==> config.mk <==
export PLATFORM = sky130hd
export DESIGN_NAME = lsu_ctrl
export DESIGN_NICKNAME = d
export VERILOG_FILES = /design/src/rtl/lsu_pkg.sv /design/src/rtl/lsu_align.sv /design/src/rtl/lsu_ctrl.sv
export SDC_FILE = /design/constraint.sdc
export NUM_CORES = 1
export LEC_CHECK = 0
export CORE_ASPECT_RATIO = 0.75
export CORE_UTILIZATION = 49
export CTS_CLUSTER_DIAMETER = 120
export CTS_CLUSTER_SIZE = 30
export DETAILED_ROUTE_END_ITERATION = 6
export HOLD_SLACK_MARGIN = 0.06
export PLACE_DENSITY = 0.87
export SLEW_MARGIN = 30
export SYNTH_ARGS = -nofsm -noshare
export SYNTH_HDL_FRONTEND = slang
export SYNTH_SLANG_ARGS = --single-unit
==> constraint.sdc <==
create_clock -name clk -period 4.3 [get_ports clk]
set_input_delay 0.645 -clock clk [delete_from_list [all_inputs] [get_ports clk]]
set_output_delay 0.645 -clock clk [all_outputs]
set_load 0.01 [all_outputs]
==> src/rtl/lsu_pkg.sv <==
// -----------------------------------------------------------------------------
// lsu_pkg
// Shared definitions for the load/store unit: RV32I funct3 width codes, the
// controller state encoding, the lane-span width and small decode helpers.
//
// Build option: LSU_MISALIGN_SPLIT_EN
//   defined   -> misaligned halfword/word accesses are split over two memory
//                words, so the lane datapath spans 8 bytes.
//   undefined -> misaligned accesses fault, so the lane datapath spans 4 bytes.
// -----------------------------------------------------------------------------
package lsu_pkg;

    // RV32I load/store width codes (stores use only B/H/W).
    localparam logic [2:0] F3_B  = 3'b000;
    localparam logic [2:0] F3_H  = 3'b001;
    localparam logic [2:0] F3_W  = 3'b010;
    localparam logic [2:0] F3_BU = 3'b100;
    localparam logic [2:0] F3_HU = 3'b101;

    // Number of byte lanes the steering logic covers. A split access touches
    // two adjacent memory words, which needs an 8-byte span.
`ifdef LSU_MISALIGN_SPLIT_EN
    localparam int SPAN_BYTES = 8;
`else
    localparam int SPAN_BYTES = 4;
`endif
    localparam int SPAN_W = 8 * SPAN_BYTES;

    typedef enum logic [1:0] {
        IDLE = 2'd0,
        ACC0 = 2'd1,
        ACC1 = 2'd2,
        RESP = 2'd3
    } lsu_state_t;

    // Byte-lane mask for an access starting at lane 0.
    function automatic logic [3:0] size_mask(input logic [2:0] funct3);
        case (funct3)
            F3_B, F3_BU: size_mask = 4'b0001;
            F3_H, F3_HU: size_mask = 4'b0011;
            F3_W:        size_mask = 4'b1111;
            default:     size_mask = 4'b0000;
        endcase
    endfunction

    // Loads accept B/H/W/BU/HU; stores accept only B/H/W.
    function automatic logic funct3_legal(input logic is_store,
                                          input logic [2:0] funct3);
        if (is_store)
            funct3_legal = (funct3 == F3_B) || (funct3 == F3_H) || (funct3 == F3_W);
        else
            funct3_legal = (funct3 == F3_B)  || (funct3 == F3_H)  || (funct3 == F3_W) ||
                           (funct3 == F3_BU) || (funct3 == F3_HU);
    endfunction

endpackage

==> src/rtl/lsu_align.sv <==
// -----------------------------------------------------------------------------
// lsu_align
// Purely combinational byte-lane steering for the load/store unit.
//   Store direction: builds the lane enables and lane-shifted write data over
//   the SPAN_BYTES-wide window starting at the word-aligned base address.
//   Load direction: shifts the assembled read span down by the byte offset,
//   truncates to the access size and sign/zero-extends to 32 bits.
//
// Ports:
//   i_off         byte offset of the access inside its first word
//   i_funct3      RV32I width/sign code
//   i_wdata       right-justified store data
//   i_rdata_span  read data, {upper word, lower word} when the span is 8 bytes
//   o_be_span     lane enables across the span
//   o_wd_span     lane-shifted write data across the span
//   o_load_data   extended load result
//
// Build option: LSU_MISALIGN_SPLIT_EN (selects the span width via lsu_pkg).
// -----------------------------------------------------------------------------
module lsu_align
    import lsu_pkg::*;
(
    input  logic [1:0]            i_off,
    input  logic [2:0]            i_funct3,
    input  logic [31:0]           i_wdata,
    input  logic [SPAN_W-1:0]     i_rdata_span,
    output logic [SPAN_BYTES-1:0] o_be_span,
    output logic [SPAN_W-1:0]     o_wd_span,
    output logic [31:0]           o_load_data
);

    logic [3:0]  w_mask;
    logic [31:0] w_word;

    always_comb begin
        w_mask    = size_mask(i_funct3);
        o_be_span = SPAN_BYTES'(w_mask) << i_off;
        o_wd_span = SPAN_W'(i_wdata) << {i_off, 3'b000};
    end

    // Bring the addressed byte down to lane 0; anything above the access size
    // is discarded by the extension below.
    always_comb begin
        w_word = 32'(i_rdata_span >> {i_off, 3'b000});
        case (i_funct3)
            F3_B:    o_load_data = {{24{w_word[7]}}, w_word[7:0]};
            F3_H:    o_load_data = {{16{w_word[15]}}, w_word[15:0]};
            F3_W:    o_load_data = w_word;
            F3_BU:   o_load_data = {24'd0, w_word[7:0]};
            F3_HU:   o_load_data = {16'd0, w_word[15:0]};
            default: o_load_data = 32'd0;
        endcase
    end

endmodule

==> src/rtl/lsu_ctrl.sv <==
// -----------------------------------------------------------------------------
// lsu_ctrl
// Load/store initiator between the execute stage and a byte-enabled data
// memory (combinational read, synchronous write). One request is held at a
// time: it is captured on accept, checked (funct3 legality, range, alignment),
// performed in one or two word cycles, and answered with a registered
// response held until the consumer takes it.
//
// Ports:
//   clk, rst          clock (rising edge), synchronous active-high reset
//   req_valid/ready   request handshake; ready only in IDLE
//   req_is_store      1 = store, 0 = load
//   req_funct3        RV32I width/sign code
//   req_addr          byte address
//   req_wdata         right-justified store data
//   resp_valid/ready  response handshake
//   resp_rdata        extended load data (0 for stores and faults)
//   resp_fault        access was not performed
//   mem_write         write strobe (suppressed while rst is high)
//   mem_addr          word-aligned memory address
//   mem_wdata         lane-shifted write data
//   mem_byte_enable   lane enables
//   mem_rdata         combinational read word for mem_addr
//
// Build option: LSU_MISALIGN_SPLIT_EN -- when defined, misaligned halfword and
// word accesses are split across two words (ACC0 then ACC1); when undefined
// they fault and the ACC1 datapath is not built.
// -----------------------------------------------------------------------------
module lsu_ctrl
    import lsu_pkg::*;
#(
    parameter int MEM_BYTES = 1024,
    parameter int ADDR_W    = 32
) (
    input  logic              clk,
    input  logic              rst,
    input  logic              req_valid,
    output logic              req_ready,
    input  logic              req_is_store,
    input  logic [2:0]        req_funct3,
    input  logic [ADDR_W-1:0] req_addr,
    input  logic [31:0]       req_wdata,
    output logic              resp_valid,
    input  logic              resp_ready,
    output logic [31:0]       resp_rdata,
    output logic              resp_fault,
    output logic              mem_write,
    output logic [ADDR_W-1:0] mem_addr,
    output logic [31:0]       mem_wdata,
    output logic [3:0]        mem_byte_enable,
    input  logic [31:0]       mem_rdata
);

    localparam int AW1 = ADDR_W + 1;

    lsu_state_t          r_state;
    lsu_state_t          w_next;

    logic                r_is_store;
    logic [2:0]          r_funct3;
    logic [ADDR_W-1:0]   r_addr;
    logic [31:0]         r_wdata;
    logic                r_fault;
    logic [31:0]         r_rdata_lo;
`ifdef LSU_MISALIGN_SPLIT_EN
    logic [31:0]         r_rdata_hi;
`endif

    logic                w_accept;
    logic [3:0]          w_req_mask;
    logic [AW1-1:0]      w_last_byte;
    logic                w_out_of_range;
    logic                w_misaligned;
    logic                w_req_fault;
    logic [ADDR_W-1:0]   w_base;
    logic [SPAN_BYTES-1:0] w_be_span;
    logic [SPAN_W-1:0]   w_wd_span;
    logic [SPAN_W-1:0]   w_rdata_span;
    logic [31:0]         w_load_data;
    logic                w_mem_write;

    // -------------------------------------------------------------------------
    // Request acceptance and checks, evaluated on the incoming request so the
    // fault decision is already known when the request is captured.
    // -------------------------------------------------------------------------
    assign req_ready = (r_state == IDLE) && !rst;
    assign w_accept  = req_valid && req_ready;

    always_comb begin
        w_req_mask  = size_mask(req_funct3);
        // Highest touched byte = addr + size - 1; {mask[3], mask[1]} is size-1.
        // The extra top bit catches wrap past 2^ADDR_W.
        w_last_byte = {1'b0, req_addr} + AW1'({w_req_mask[3], w_req_mask[1]});
        w_out_of_range = w_last_byte[ADDR_W] ||
                         (w_last_byte[ADDR_W-1:0] >= ADDR_W'(MEM_BYTES));
`ifdef LSU_MISALIGN_SPLIT_EN
        w_misaligned = 1'b0;
`else
        w_misaligned = (w_req_mask[1] && req_addr[0]) || (w_req_mask[3] && req_addr[1]);
`endif
        w_req_fault = !funct3_legal(req_is_store, req_funct3) || w_out_of_range ||
                      w_misaligned;
    end

    // -------------------------------------------------------------------------
    // Lane steering / load extraction on the captured request.
    // -------------------------------------------------------------------------
`ifdef LSU_MISALIGN_SPLIT_EN
    assign w_rdata_span = {r_rdata_hi, r_rdata_lo};
`else
    assign w_rdata_span = r_rdata_lo;
`endif

    lsu_align u_align (
        .i_off        (r_addr[1:0]),
        .i_funct3     (r_funct3),
        .i_wdata      (r_wdata),
        .i_rdata_span (w_rdata_span),
        .o_be_span    (w_be_span),
        .o_wd_span    (w_wd_span),
        .o_load_data  (w_load_data)
    );

    assign w_base = {r_addr[ADDR_W-1:2], 2'b00};

    // -------------------------------------------------------------------------
    // FSM: state register
    // -------------------------------------------------------------------------
    // NOTE: sequential state uses non-blocking assignments so every register
    // samples the pre-edge values of the others; combinational blocks use
    // blocking assignments.
    always_ff @(posedge clk) begin
        if (rst) r_state <= IDLE;
        else     r_state <= w_next;
    end

    // -------------------------------------------------------------------------
    // FSM: next state and memory-side outputs
    // -------------------------------------------------------------------------
    // NOTE: every output of this block gets a default first, so no path leaves
    // a signal unassigned and no latch is inferred.
    always_comb begin
        w_next          = r_state;
        w_mem_write     = 1'b0;
        mem_addr        = '0;
        mem_wdata       = 32'd0;
        mem_byte_enable = 4'd0;
        case (r_state)
            IDLE: begin
                if (w_accept) w_next = w_req_fault ? RESP : ACC0;
            end
            ACC0: begin
                mem_addr        = w_base;
                mem_byte_enable = w_be_span[3:0];
                mem_wdata       = w_wd_span[31:0];
                w_mem_write     = r_is_store;
`ifdef LSU_MISALIGN_SPLIT_EN
                w_next          = (|w_be_span[7:4]) ? ACC1 : RESP;
`else
                w_next          = RESP;
`endif
            end
            ACC1: begin
`ifdef LSU_MISALIGN_SPLIT_EN
                mem_addr        = w_base + ADDR_W'(4);
                mem_byte_enable = w_be_span[7:4];
                mem_wdata       = w_wd_span[63:32];
                w_mem_write     = r_is_store;
                w_next          = RESP;
`else
                w_next          = IDLE;
`endif
            end
            RESP: begin
                if (resp_ready) w_next = IDLE;
            end
            default: w_next = IDLE;
        endcase
    end

    // A reset arriving mid-access must not let that cycle's write through.
    assign mem_write = w_mem_write && !rst;

    // -------------------------------------------------------------------------
    // Request capture
    // -------------------------------------------------------------------------
    always_ff @(posedge clk) begin
        if (rst) begin
            r_is_store <= 1'b0;
            r_funct3   <= 3'd0;
            r_addr     <= '0;
            r_wdata    <= 32'd0;
            r_fault    <= 1'b0;
        end else if (w_accept) begin
            r_is_store <= req_is_store;
            r_funct3   <= req_funct3;
            r_addr     <= req_addr;
            r_wdata    <= req_wdata;
            r_fault    <= w_req_fault;
        end
    end

    // Read-data holding registers. NOTE: these are pure datapath and are left
    // out of reset; the response mux below never exposes them outside RESP of
    // a completed load.
    always_ff @(posedge clk) begin
        if (r_state == ACC0 && !r_is_store) r_rdata_lo <= mem_rdata;
`ifdef LSU_MISALIGN_SPLIT_EN
        if (r_state == ACC1 && !r_is_store) r_rdata_hi <= mem_rdata;
`endif
    end

    // -------------------------------------------------------------------------
    // Response: driven only from registers, so it is stable while stalled.
    // -------------------------------------------------------------------------
    assign resp_valid = (r_state == RESP);
    assign resp_fault = resp_valid && r_fault;
    assign resp_rdata = (resp_valid && !r_fault && !r_is_store) ? w_load_data : 32'd0;

endmodule

-- Word level (Yosys, flattened, before mapping)
Index checks and enable logic that the tools add are counted.
- output and inout port bits: 104
- memories: 0
- word-level logic and storage cells: 67
- bits in read-only memories: 0
- latch bits: 0
- bits in writable memories: 0
- bits in registers: 103
- order comparisons: 1
- mux-type cells: 13
- divide/modulo/power cells: 0
- reduce and logical (&&, ||, !) cells: 29
- eq/ne operators: 13
- add/sub/neg operators: 1
- shift-type cells: 3
- bitwise gates (word level): 0
- $mul: 0
- operators with widths (kind ; number):
    32-bit one-hot mux with 5 select lines ; 1
    32-bit two-way mux ; 3
    32-bit by 2-bit adder with 33-bit output ; 1
    32-bit by 11-bit greater-or-equal comparator with 1-bit output, second input constant ; 1
    32-bit by 5-bit << shifter with 32-bit output ; 1
    32-bit by 5-bit right shift with 32-bit output ; 1
    4-bit one-hot mux with 3 select lines ; 2
    3-bit == test, second input constant ; 4
    1-bit logical AND ; 9
    1-bit logical OR ; 8
    2-bit one-hot mux with 4 select lines ; 1
    2-bit OR reduction ; 4
    3-bit by 1-bit == test with 1-bit output, second input constant ; 2
    3-bit by 2-bit == test with 1-bit output, second input constant ; 2
    3-bit logical NOT ; 2
    2-bit two-way mux ; 3
    2-bit == test, second input constant ; 2
    1-bit logical NOT ; 4
    4-bit two-way mux ; 1
    4-bit by 2-bit << shifter with 4-bit output ; 1
    2-bit by 1-bit == test with 1-bit output, second input constant ; 1
    2-bit logical NOT ; 1
    1-bit two-way mux ; 2
    2-bit by 1-bit inequality test with 1-bit output, second input constant ; 1
    other kinds (2) ; 2

-- Depth between registers and ports, before layout
Gate-level depths: netlist of the first run.
- word-level depth: 12
- gate-level depth with buffers: 12
- depth with buffers taken out: 11

-- Hierarchy
A second synthesis of the first run with hierarchy kept.
- cells, all modules: 766
- area, all modules: 6137.1 um^2
- modules (own cells, without submodules) (module ; cells each ; instances ; area an instance (um^2) ; seq. area each (um^2)):
    lsu_ctrl ; 554 ; 1 ; 4782.1 ; 2382.3
    lsu_align ; 212 ; 1 ; 1355.0 ; 0.0

-- Least setup slack after synthesis of the first run
OpenSTA, ideal clock, no wires.
- path kind: in2reg
- start point: input port req_funct3[0]
- end point: register r_fault
- data arrival time: 2758 ps
- stages on the path: 12
- required time: 4157 ps
- library setup time: 143 ps
- setup slack: 1399 ps
- path through: inv_1 > nand3_1 > o21ai_0 > ha_1 > inv_1 > fa_1 > or3_1 > clkbuf_1 > o21ai_0 > nand4_1 > nor4_2 > a41oi_1
- cells in the longest elaborated chain, start to end: 9
- elaborated cells between the ends (all ways): 22
- classes of those cells: 1 x add/sub; 1 x order compare; 4 x eq/ne; 2 x mux; 14 x reduce/logical
- ends and longest elaborated chain (element ; RTL line ; source):
    from (decl) ; lsu_ctrl.sv:40 ; input logic [2:0] req_funct3,
    parallel branches: the longest is 8 deep, another holds 32-bit by 2-bit adder with 33-bit output ; - ;
    1-bit logical OR (*) ; lsu_ctrl.sv:101 ; w_req_fault = !funct3_legal(req_is_store, req_funct3) || w_out_of_range ||
    to (signal assigned) ; lsu_ctrl.sv:199 ; r_fault <= w_req_fault;
    to (decl) ; lsu_ctrl.sv:63 ; logic r_fault;
Mark *: on every way between the ends.
A chain may end at the register's enable or synchronous reset.

-- Worst setup path after layout of the first run
- start point: register r_addr[1]
- end point: output port resp_rdata[21]
- cells in the longest elaborated chain, start to end: 3
- ends and longest elaborated chain (element ; RTL line ; source):
    from (decl) ; lsu_ctrl.sv:61 ; logic [ADDR_W-1:0] r_addr;
    from (signal assigned) ; lsu_ctrl.sv:197 ; r_addr <= req_addr;
    32-bit by 5-bit right shift with 32-bit output ; lsu_align.sv:44 ; w_word = 32'(i_rdata_span >> {i_off, 3'b000});
    32-bit one-hot mux with 5 select lines ; lsu_align.sv:45 ; case (i_funct3)
    32-bit two-way mux ; lsu_ctrl.sv:218 ; assign resp_rdata = (resp_valid && !r_fault && !r_is_store) ? w_load_data : 32'd0;
    to (decl) ; lsu_ctrl.sv:45 ; output logic [31:0] resp_rdata,
Every way passes these cells.

==> metrics.txt, run 1 <==
Die Y=95.8 µm; post-route minimum period=around 3.6 ns; Compound-Gate Fraction of Synth Area=17.9%; Seq/Total Area, Yosys=between 40% and 50%; standby leakage power=0.00273 µW; clock root buffer=clkbuf_16; switching power summed over all nets=635 µW; Mapped Area=~5800 µm²; number of global-route vias before repair=about 5700; cell internal power dissipation=~1800 µW; number of synthesized register bits=around 100; biggest fanout along the worst timing path=40; floorplan row count=33; worst hold path cell count=2; number of inserted diodes=0; share of layout cells above drive strength 1=about 5.3%; DIE WIDTH=between 100 and 150 µm; Peak VDD IR=~0.27 mV; combined area of the multi-input logic cells=approximately 3100 µm²; Gate Count Post-Synth=733; Max Fclk=around 280 MHz; largest family of logic cells by synthesized area=simple AND/OR/NAND/NOR gates; sequential cell area=approximately 2400 µm²; leading cell types by count after synthesis=nand2_1 (178), a21oi_1 (107), dfxtp_1 (71); DRT Wirelength=between 15000 and 20000 µm; number of max-slew violations in the final report=0; overall die area=around 12000 µm²; number of placed cells counting well taps=between 1000 and 1500; area added between synthesis and finish=42.0%; met2 WL=around 8600 µm; number of maximum-capacitance violations=0; switching share of power=a little over a quarter; post-route insts no fill=between 1000 and 1500; antenna violations before repair=1; most instantiated library cell after synthesis=nand2_1; final estimated routing congestion in global placement=between 0.9 and 1; relative contribution of combinational cells to total power=between 10% and 20%; CTS clock-pin slew for the worst setup and hold paths=0.07 ns; count of pins on the block boundary=208; number of synthesized flops with an enable pin=32; largest area contributor in the netlist=dfxtp_1; DRT met1 WL=7950 µm; cell breakdown of the critical path=buf_4 -> nor2b_1 -> nand2_1 -> o21ai_0 -> and2_1 -> o21ai_1 -> buf_4 -> a21oi_1 -> clkdlybuf4s50_1; number of resized instances in the post-cts repair step=0; part of the total power dissipated in the clock network=a little under two fifths; post-detailed-placement half-perimeter wirelength=~13000 µm; fill cell count=851; global-route wire length before repair=approximately 29000 µm; type of the setup path with the least slack=reg2out; DRT iter0 DRCs=between 500 and 600; worst hold-check path type=reg2reg; total gr overflow=0; Worst Tran Pin Value=0.853 ns; number of remaining DRC errors=0; Synth Area per Inst=between 7 and 8 µm²; Post-Route Utilization=between 70% and 80%; IO Port Bufs=around 200; gr usage total=30.5%; pin count of the biggest net entering global routing=70; critical path capture point type=output pin; FF-to-FF path depth=5; status=completed; top-area cell type share of the netlist area=24.7%; Worst Clk Skew=approximately 0.0063 ns; Req. time, crit path=around 3.7 ns; Worst path slowest cell=dfxtp_2; headroom to the max-slew limit=43.2%; top cells by area, synth=dfxtp_1 (25%), edfxtp_1 (17%), nand2_1 (12%); core area=~11000 µm²; Cell Pwr Density=295 nW/µm²; most frequent cell on the critical path=buf_4; overall power=2410 µW; Distinct cells, synth=between 40 and 50; clock latency on the worst-skew pair=0.35 ns; fin crit share=84.1%; number of routed nets with antenna violations=0; number of nets in the finished design=around 1000; RSZ-0062 raised after global routing=no; Clock Path Buffers=2; simple logic cell fraction of the synthesized area=roughly 28%; hold bufs inserted after CTS=0; H-tree levels=3; per-cell via count in the routed design=about 5.8; Main synth FF type=dfxtp_1; biggest cell delay along the critical path=between 0.5 and 0.6 ns; fraction of registers with async set or reset after synthesis=0%; total negative slack=0 ns; data arrival time of the worst path=between 2 and 3 ns; number of search-and-repair iterations in the first detailed-routing pass=5; share of synthesized area spent on multiplexers=approximately 6%; routed wire length on met3=1850 µm; arithmetic-cell share of the synthesized area counting full adders, half adders and majority gates=less than 1%; # Post-CTS Setup Buffers=0; setup violation total in the final timing report=0; category of the worst setup path launch point=flip-flop; CTS Sinks=roughly 100; Yosys warning total=0; average wire per standard cell=17.7 µm; register share of total power=between 40 and 50%; via count of the routed design=~6000; TritonCTS clock tree=yes; starting utilization of the core area=roughly half; cts bufs inserted=9; hold violation count in the final report=0; top layer reached by signal wires=met5; parity-gate share of the synthesized area counting xor and xnor cells=0.913%
power by group through the flow:
stage	clock network, µW	logic, µW	registers (µW)
floorplan	0	214	1100
CTS	912	413	1090
global route	945	449	1100
finish	901	417	1090
global placement	0	399	1110
detailed placement	0	408	1110
stage by stage:
stage	area (µm²)	setup WS (ns)	hold WS, ns
detailed placement	7840	0.554	0.444
CTS	8170	0.723	0.453
global route	8170	0.551	0.467
global placement	7840	0.709	0.437
floorplan	5760	1.40	0.432
finish	8170	0.684	0.452
path summary, 6_finish.rpt:
kind	startpoint	endpoint	slack (ns)
setup / recovery	r_addr[1]	resp_rdata[21]	0.68
setup reg to reg	r_state[1]	r_wdata[3]	1.98
hold / removal	r_addr[18]	r_addr[18]	0.45
hold reg to reg	r_addr[18]	r_addr[18]	0.45
placed cells by master, fill, tap and decap left out, types with 4 or more instances in the layout:
master / instances
nor2b_1: 17
inv_1: 12
clkbuf_16: 11
buf_4: 11
and3_1: 5
dfxtp_1: 69
nand3_1: 9
mux2i_1: 25
clkdlybuf4s50_1: 204
a21oi_1: 107
edfxtp_1: 32
nand4_1: 10
nor2_1: 45
mux2_2: 9
or4_1: 4
nand2_1: 177
or3_1: 4
o21ai_0: 18
and2_1: 42
a211oi_1: 33
nor3_1: 6
and4_1: 4
critical path, delay by kind of cell (launching register included):
family	cells	cell delay, ns
buffers and inverters	3	1.22
DFF	1	0.55
and+or+nand+nor	3	0.49
AOI/OAI and AO/OA	3	0.36
registers in the layout, indices dropped and copies added, names as in the netlist:
register,cells
r_addr,32
r_rdata_lo,32
r_wdata,32
r_funct3,3
r_state,2
r_fault,1
r_is_store,1
routing by layer:
layer	vias to the layer above	global-route usage [%]
li1	2878	-
met1	2893	39.6
met2	336	49.3
met3	47	7.89
met4	2	11.2
met5	-	0
logic make-up (layout without fill, tap and decap cells):
logic type | count (synthesis) | in the layout
simple gates | 339 | 339
compound gates | 178 | 178
flops | 103 | 103
buf+inv | 69 | 244
mux | 34 | 34
xor+xnor | 6 | 6
fa+ha+maj | 3 | 3
other cells | 1 | 2
cell type report:
| cell class | count | share of cell area, % |
|---|---|---|
| repair buffers | 216 | 26.1 |
| flip-flops and latches | 103 | 29.2 |
| clock buffers | 12 | 3.42 |
| inverters | 12 | 0.551 |
| multi-input cells | 562 | 37.7 |
| clock inverters | 4 | 0.658 |
| well taps | 157 | 2.40 |
Power figures use the tool's default switching activity.
==> run 2: changes to the inputs <==
--- a/config.mk
+++ b/config.mk
@@ -6,12 +6,12 @@
 export NUM_CORES = 1
 export LEC_CHECK = 0
 export CORE_ASPECT_RATIO = 0.75
-export CORE_UTILIZATION = 49
+export CORE_UTILIZATION = 45
 export CTS_CLUSTER_DIAMETER = 120
 export CTS_CLUSTER_SIZE = 30
 export DETAILED_ROUTE_END_ITERATION = 6
 export HOLD_SLACK_MARGIN = 0.06
-export PLACE_DENSITY = 0.87
+export PLACE_DENSITY = 0.81
 export SLEW_MARGIN = 30
 export SYNTH_ARGS = -nofsm -noshare
 export SYNTH_HDL_FRONTEND = slang
==> constraint.sdc (replaced) <==
create_clock -name clk -period 3.7 [get_ports clk]
set_input_delay 0.555 -clock clk [delete_from_list [all_inputs] [get_ports clk]]
set_output_delay 0.555 -clock clk [all_outputs]
set_load 0.01 [all_outputs]
==> run 2 against run 1 <==
Die area rose by 8.7%. Wire length down 6.2%. Final cell count grew 1.2%. Hold slack got worse by 0.0028 ns. Flip-flop and latch count is the same. Combinational power rose by 14%. Critical path depth is 3 lower. Design area increased by 0.29%. Count of clock-buffer cells in the layout fell by 1. Largest cell class unchanged.
==> metrics.txt, run 2 (synthesis gave the netlist of run 1 again) <==
status=completed; critical path capture point type=output pin; startpoint of the tightest hold check path=r_addr[20]; CTS Sinks=between 100 and 150; largest registers ranked by flip-flop count=r_addr: 32 flops, r_rdata_lo: 32 flops, r_wdata: 32 flops; hold violation count in the final report=0; number of global-route vias before repair=5276; share of layout cells above drive strength 1=5.59%; clock latency on the worst-skew pair=about 0.35 ns; number of routed nets with antenna violations=0; overall die area=roughly 13000 µm²; number of remaining DRC errors=0; Worst path slowest cell=dfxtp_2; average wire per standard cell=between 15 and 20 µm; post-route minimum period=3.40 ns; starting utilization of the core area=a little under half; Max Fclk=just under 300 MHz; FF-to-FF Start=r_state[1]; IO Port Bufs=slightly above 200; headroom to the max-slew limit=slightly below 50%; biggest fanout along the worst timing path=22; pin count of the biggest net entering global routing=69; Setup crit start=r_addr[1]; fill cell count=~1100; Clock Path Buffers=2; Peak VDD IR=between 0.2 and 0.25 mV; Req. time, crit path=approximately 3.1 ns; overall power=2760 µW; TritonCTS clock tree=yes; commonest cells after routing, fill and taps aside=clkdlybuf4s50_1 (204), nand2_1 (177), a21oi_1 (107); antenna violations before repair=0; data arrival time of the worst path=2.84 ns; hold bufs inserted after CTS=0; cell class contributing the biggest share of worst-path delay=simple AND/OR/NAND/NOR gates; total gr overflow=0; core area=12400 µm²; type of the setup path with the least slack=reg2out; biggest cell delay along the critical path=roughly 0.66 ns; Worst Clk Skew=around 0.0058 ns; endpoint of the most critical register-to-register path=r_fault; clock root buffer=clkbuf_16; number of maximum-capacitance violations=0; number of search-and-repair iterations in the first detailed-routing pass=5; DIE WIDTH=133 µm; CTS clock-pin slew for the worst setup and hold paths=roughly 0.07 ns; total negative slack=0 ns; floorplan row count=35; number of placed cells counting well taps=1063; category of the worst setup path launch point=flip-flop; FF-to-FF path depth=5; cell breakdown of the critical path=mux2i_1 -> nand2_1 -> o21ai_0 -> or4_1 -> a21oi_1 -> clkdlybuf4s50_1; worst hold-check path type=reg2reg; DRT iter0 DRCs=348; number of nets in the finished design=roughly 1000; Cell Pwr Density=337 nW/µm²; number of inserted diodes=0; final estimated routing congestion in global placement=0.902; commonest non-fill, non-tap cell in the layout=clkdlybuf4s50_1; worst setup path endpoint=resp_rdata[14]; # Post-CTS Setup Buffers=0; number of resized instances in the post-cts repair step=0; number of buffers and inverters on the critical path=1; per-cell via count in the routed design=between 5 and 6; RSZ-0062 raised after global routing=no; fin crit share=between 90 and 100%; count of pins on the block boundary=208; Worst Tran Pin Value=about 0.8 ns; post-detailed-placement half-perimeter wirelength=~13000 µm; post-route insts no fill=~1100; Die Y=about 100 µm; WP depth=6; gr usage total=27.0%; number of max-slew violations in the final report=0; R2R setup slack=1.63 ns; DRT Wirelength=17700 µm; setup violation total in the final timing report=0; cts bufs inserted=9; area added between synthesis and finish=42.4%; global-route wire length before repair=approximately 28000 µm; H-tree levels=3; via count of the routed design=around 5700; standby leakage power=0.00274 µW
==> run 2: worst min-delay path, delay by kind of cell, from the launching register on <==
family	cells	cell delay, ns
AOI/OAI and AO/OA	1	0.05
DFF	1	0.31
and+or+nand+nor	1	0.05
==> run 2: through the flow <==
stage | util (%) | hold slack, ns | setup slack (ns) | cell area [µm²]
floorplan | - | 0.432 | 0.889 | 5760
global placement | 63.6 | 0.437 | 0.259 | 7880
detailed placement | 63.6 | 0.442 | 0.149 | 7880
CTS | 66.1 | 0.452 | 0.306 | 8190
global route | 66.1 | 0.462 | 0.0929 | 8190
finish | 66.1 | 0.449 | 0.301 | 8190
==> run 2: worst min path at each step <==
stage | slack (ns) | to | depth (start not counted)
floorplan | 0.43 | r_addr[10] | 2
finish | 0.45 | r_addr[20] | 2
CTS | 0.45 | r_addr[14] | 2
global route | 0.46 | r_addr[10] | 2
global placement | 0.44 | r_addr[11] | 2
detailed placement | 0.44 | r_addr[5] | 2
==> run 2: report_power, final <==
part           internal [µW]  switching, µW
clock                    596            423
sequential              1230           41.8
combinational            228            250
==> run 2: final cells by class <==
cell class,instances,area [µm²],share of cell area (%)
Tap cell,166,208,2.53
Clock buffer,11,233,2.84
Multi-Input combinational cell,562,3080,37.6
Inverter,12,45.0,0.550
Timing Repair Buffer,220,2160,26.4
Clock inverter,5,82.6,1.01
Sequential cell,103,2380,29.1
==> run 2: layer usage <==
layer | up-vias | wire length, µm | GRT usage [%]
li1 | 2883 | - | -
met1 | 2601 | 8190 | 36.8
met2 | 220 | 7750 | 42.0
met3 | 25 | 1450 | 7.68
met4 | 0 | 312 | 7.25
met5 | - | 0 | 0
==> run 3: changes to the inputs <==
--- a/config.mk
+++ b/config.mk
@@ -8,7 +8,7 @@
 export CORE_ASPECT_RATIO = 0.75
 export CORE_UTILIZATION = 45
 export CTS_CLUSTER_DIAMETER = 120
-export CTS_CLUSTER_SIZE = 30
+export CTS_CLUSTER_SIZE = 16
 export DETAILED_ROUTE_END_ITERATION = 6
 export HOLD_SLACK_MARGIN = 0.06
 export PLACE_DENSITY = 0.81
==> results of run 3 <==
No change in the layout: final DEF, timing and power equal those of run 2.
